$ cat src/rtl/connect4_pkg.sv
// Shared types and default dimensions for the Connect-4 turn controller.
package connect4_pkg;

    localparam int C4_COLS = 7;
    localparam int C4_ROWS = 6;
    localparam int C4_CW   = $clog2(C4_COLS);
    localparam int C4_RW   = $clog2(C4_ROWS + 1);

    typedef enum logic [1:0] {
        ARM   = 2'd0,
        WAIT  = 2'd1,
        PLACE = 2'd2,
        FULL  = 2'd3
    } turn_state_t;

    typedef logic player_t;

endpackage

$ cat src/rtl/connect4_col_heights.sv
// Per-column stack heights, per-column full flags and the lowest
// non-full column encoder used by the automatic timeout move.
module connect4_col_heights
    import connect4_pkg::*;
#(
    parameter int COLS = C4_COLS,
    parameter int ROWS = C4_ROWS,
    parameter int CW   = $clog2(COLS),
    parameter int RW   = $clog2(ROWS + 1)
) (
    input  logic               clk,
    input  logic               rst,
    input  logic               inc_en,
    input  logic [CW-1:0]      inc_col,
    output logic [COLS*RW-1:0] heights,
    output logic [COLS-1:0]    col_full,
    output logic [CW-1:0]      free_col
);

    genvar gi;
    generate
        for (gi = 0; gi < COLS; gi++) begin : g_col
            logic [RW-1:0] h_q;
            logic [RW-1:0] h_d;

            // Saturate at ROWS so a stray increment can never wrap a full column.
            always_comb begin
                h_d = h_q;
                if (inc_en && (inc_col == CW'(gi)) && (h_q != RW'(ROWS))) begin
                    h_d = h_q + 1'b1;
                end
            end

            always_ff @(posedge clk or posedge rst) begin
                if (rst) begin
                    h_q <= '0;
                end else begin
                    h_q <= h_d;
                end
            end

            assign heights[gi*RW +: RW] = h_q;
            assign col_full[gi]         = (h_q == RW'(ROWS));
        end
    endgenerate

    always_comb begin
        free_col = '0;
        for (int i = COLS - 1; i >= 0; i--) begin
            if (!col_full[i]) begin
                free_col = CW'(i);
            end
        end
    end

endmodule

$ cat src/rtl/connect4_turn_ctrl.sv
// Connect-4 turn sequencer: arms the turn timer, accepts moves, emits placements.
// Optional build macro C4_AUTO_MOVE_EN: a timeout auto-places in the lowest free column.
module connect4_turn_ctrl
    import connect4_pkg::*;
#(
    parameter int COLS = C4_COLS,
    parameter int ROWS = C4_ROWS,
    parameter int CW   = $clog2(COLS),
    parameter int RW   = $clog2(ROWS + 1)
) (
    input  logic          clk,
    input  logic          rst,
    input  logic          move_valid,
    input  logic [CW-1:0] move_col,
    output logic          move_ready,
    input  logic          timer_done,
    output logic          timer_start,
    output logic          place_valid,
    output logic [CW-1:0] place_col,
    output logic [RW-1:0] place_row,
    output logic          place_player,
    output logic          cur_player,
    output logic          move_err,
    output logic          timeout,
    output logic          board_full
);

    localparam int                CNTW  = $clog2(ROWS * COLS + 1);
    localparam int                CPAD  = 1 << CW;
    localparam logic [CNTW-1:0]   CELLS = CNTW'(ROWS * COLS);

    turn_state_t     state_q, state_d;
    logic [CW-1:0]   col_q, col_d;
    player_t         cur_player_q, cur_player_d;
    logic [CNTW-1:0] count_q, count_d;
    logic            move_err_q, move_err_d;
    logic            timeout_q, timeout_d;
    logic            init_q, init_d;
`ifdef C4_AUTO_MOVE_EN
    logic            auto_pend_q, auto_pend_d;
`endif

    logic               inc_en;
    logic [COLS*RW-1:0] heights;
    logic [COLS-1:0]    col_full;
    logic [CPAD-1:0]    full_pad;
    logic [CW-1:0]      free_col;
    logic [RW-1:0]      sel_h;
    logic               col_illegal;

    connect4_col_heights #(
        .COLS (COLS),
        .ROWS (ROWS),
        .CW   (CW),
        .RW   (RW)
    ) u_heights (
        .clk      (clk),
        .rst      (rst),
        .inc_en   (inc_en),
        .inc_col  (col_q),
        .heights  (heights),
        .col_full (col_full),
        .free_col (free_col)
    );

`ifndef C4_AUTO_MOVE_EN
    logic unused_free;
    assign unused_free = ^free_col;
`endif

    // Pad the full flags so out-of-range column indices select a defined bit.
    assign full_pad    = CPAD'(col_full);
    assign col_illegal = ({1'b0, move_col} >= (CW + 1)'(COLS)) || full_pad[move_col];
    assign sel_h       = heights[col_q*RW +: RW];

    always_comb begin
        state_d      = state_q;
        col_d        = col_q;
        cur_player_d = cur_player_q;
        count_d      = count_q;
        move_err_d   = 1'b0;
        timeout_d    = 1'b0;
        init_d       = 1'b1;
        inc_en       = 1'b0;
`ifdef C4_AUTO_MOVE_EN
        auto_pend_d  = auto_pend_q;
`endif
        case (state_q)
            // The first cycle after reset only primes init_q, so the timer
            // pulse lands in the first full cycle after release.
            ARM: begin
                if (init_q) begin
                    state_d = WAIT;
                end
            end
            WAIT: begin
`ifdef C4_AUTO_MOVE_EN
                if (auto_pend_q) begin
                    auto_pend_d = 1'b0;
                    col_d       = free_col;
                    state_d     = PLACE;
                end else
`endif
                if (move_valid) begin
                    if (col_illegal) begin
                        move_err_d = 1'b1;
                    end else begin
                        col_d   = move_col;
                        state_d = PLACE;
                    end
                end else if (timer_done) begin
                    timeout_d = 1'b1;
`ifdef C4_AUTO_MOVE_EN
                    auto_pend_d = 1'b1;
`else
                    cur_player_d = ~cur_player_q;
                    state_d      = ARM;
`endif
                end
            end
            PLACE: begin
                inc_en       = 1'b1;
                count_d      = count_q + 1'b1;
                cur_player_d = ~cur_player_q;
                state_d      = (count_d == CELLS) ? FULL : ARM;
            end
            FULL: begin
                state_d = FULL;
            end
            default: begin
                state_d = ARM;
            end
        endcase
    end

    always_ff @(posedge clk or posedge rst) begin
        if (rst) begin
            state_q      <= ARM;
            col_q        <= '0;
            cur_player_q <= 1'b0;
            count_q      <= '0;
            move_err_q   <= 1'b0;
            timeout_q    <= 1'b0;
            init_q       <= 1'b0;
`ifdef C4_AUTO_MOVE_EN
            auto_pend_q  <= 1'b0;
`endif
        end else begin
            state_q      <= state_d;
            col_q        <= col_d;
            cur_player_q <= cur_player_d;
            count_q      <= count_d;
            move_err_q   <= move_err_d;
            timeout_q    <= timeout_d;
            init_q       <= init_d;
`ifdef C4_AUTO_MOVE_EN
            auto_pend_q  <= auto_pend_d;
`endif
        end
    end

`ifdef C4_AUTO_MOVE_EN
    assign move_ready = (state_q == WAIT) && !auto_pend_q;
`else
    assign move_ready = (state_q == WAIT);
`endif
    assign timer_start  = (state_q == ARM) && init_q;
    assign place_valid  = (state_q == PLACE);
    assign place_col    = place_valid ? col_q : '0;
    assign place_row    = place_valid ? sel_h : '0;
    assign place_player = place_valid & cur_player_q;
    assign cur_player   = cur_player_q;
    assign move_err     = move_err_q;
    assign timeout      = timeout_q;
    assign board_full   = (state_q == FULL);

endmodule

$ cat config.mk
export PLATFORM = sky130hd
export DESIGN_NAME = connect4_turn_ctrl
export DESIGN_NICKNAME = d
export VERILOG_FILES = /design/src/rtl/connect4_pkg.sv /design/src/rtl/connect4_col_heights.sv /design/src/rtl/connect4_turn_ctrl.sv
export SDC_FILE = /design/constraint.sdc
export NUM_CORES = 1
export LEC_CHECK = 0
export ABC_AREA = 0
export CORE_MARGIN = 3
export CORE_UTILIZATION = 60
export DETAILED_ROUTE_END_ITERATION = 10
export PLACE_DENSITY_LB_ADDON = 0.3
export SLEW_MARGIN = 40
export SYNTH_ARGS = -nofsm -noshare
export SYNTH_HDL_FRONTEND = slang
export SYNTH_HIERARCHICAL = 1
export SYNTH_SLANG_ARGS = --single-unit
$ cat constraint.sdc
create_clock -name clk -period 5.65 [get_ports clk]
set_input_delay 1.695 -clock clk [delete_from_list [all_inputs] [get_ports clk]]
set_output_delay 1.695 -clock clk [all_outputs]
set_load 0.01 [all_outputs]
==> results.toml <==
[cts]
cts_buffer_depth = 2
cts.sinks = 36
cts_resized = 0
root_buffer = "clkbuf_4"
cts_tree = "built"
clkLatencyLatePin_ns = 0.36
htree_levels = 2
numCtsBuffers = 5
holdBufCountCts = 0
clk_pin_slew_ns = 0.10
cts_setup_buffers = 0

[sta]
setup_tns_ns = 0
layout_setup_ws_ns = 1.669
slew_viol_final = 0
final-hold-violation-count = 0
skew_ns = 0.01797
tightestPinTransition_ns = 0.5434
timing.fmax_ghz = 0.2512
timing.hold.ws_ns = 0.4977
grt_setup_unrepaired = "false"
finalCritPeriodShare_pct = 70.47
setup_viol = 0
finalCriticalPeriod_ns = 3.981
slew_headroom_pct = 63.74

[routing]
ant_nets = 0
firstDrtPassIters = 4
wire_per_inst_um = 15.55
vias = 1487
drt_iter0_markers = 58
finalWirelength_mm = 4.121
routed_via_density = 5.611
drc = 0

[hold_path]
hold_path.class = "reg -> reg"
whs_path_depth = 1

[die]
die_w_um = 65.37
top_level_ports = 21
die_area_um2 = 4273
core_area_um2 = 3203
start_util_pct = 66.02
dieHeight_um = 65.37
num_rows = 20

[global_route]
grt-ovfl-total = 0
track_usage_pct = 22.21
grt_antenna_before_repair = 0
grt-busiest-layer = "met2"
grtUsageMet3_pct = 6.667
grt_use_met2_pct = 35.78
grt_pass1_vias = 1549
grt_pass1_wl_mm = 7.079
global_route.usage.met1_pct = 26.70
grt_max_degree = 22

[logic_synthesis]
ys_warn_count = 6
syn-instance-count = 198
synth.cell_area_um2 = 2115
avgSynthCellArea_um2 = 10.68
syn_nets = 221

[cells_and_area]
syn_to_final_growth_pct = 15.15
multi_input_area_um2 = 1086
fill_cells = 242
drive_gt1_share_pct = 9.502
fin_cells = 265
fin_util_pct = 76.02
final_common_cell = "dfrtp_1"
diodes = 0
mostFrequentLayoutCells = "36 x dfrtp_1, 24 x inv_1, 20 x clkdlybuf4s50_1"
seqCellArea_um2 = 900.9
nNetsFinal = 243

[placed_design]
gp_congestion = 0.8402
placed_cells = 257
port_buffers = 20
hpwl_mm = 3.166
dp_slack_ns = 2.032

[critical_path]
start_kind = "register"
path_class = "reg -> out"
end_kind = "output port"
path_max_fanout = 13
cp.required_ns = 3.95
worst_ep_arrival_time_ns = 2.29
rrSetupSlack_ns = 3.64
worstRegToRegCells = 8

[status]
status = "complete, no violations"

[flow_run]
drv_cap = 0

[power]
p_per_area_nw_per_um2 = 195.7
p_leak_nw = 1.140
peakVddDrop_uv = 241.7
[stage by stage]
step                      area (um^2)  total power [mW]
final                            2435            0.4765
after global placement           2340            0.2756
after CTS                        2435            0.4812
after floorplan                  2115            0.2698
after detailed placement         2340            0.2761
after global routing             2435            0.4932
[metal layers]
metal / share of wire [%] / wire, um
met1: 44 / 1819
met2: 49 / 2007
met3: 4.7 / 192
met4: 2.5 / 102
met5: 0 / 0
[power breakdown]
group	leakage, nW	total, mW	internal [mW]	switching [mW]
logic	0.598	0.0126	0.00509	0.00752
clock network	0.0515	0.206	0.117	0.0883
registers	0.490	0.258	0.258	0.000273
[cell type report]
cell class / count / share of cell area [%]
clock inverter: 1 / 1.233
clock buffer: 7 / 2.672
sequential: 36 / 37.00
tap: 44 / 2.261
timing repair buffer: 20 / 8.222
inverter: 26 / 4.008
multi-input combinational: 131 / 44.60
[flip-flops by register name, summed over array words and instances, names as in the netlist]
name	cells
cur_player	1
init_q	1
move_err	1
count_q	6
timeout	1
u_heights/g_col.h_q	21
col_q	3
state_q	2
[path summary, 6_finish.rpt]
check	from	endpoint
setup / recovery	col_q[0]	place_row[0]
min in group asynchronous	rst	u_heights/g_col[5].h_q[0]
hold reg to reg	cur_player	cur_player
setup reg to reg	u_heights/g_col[5].h_q[0]	col_q[0]
max in group asynchronous	rst	move_err
hold / removal	cur_player	cur_player
[worst max-delay path, cell delays in order, from the launching register on]
cell             delay, ns
dfrtp_1               0.65
nor2b_1               0.29
a21oi_1               0.10
a211oi_1              0.30
clkdlybuf4s50_1       0.60
Power figures use the tool's default switching activity.
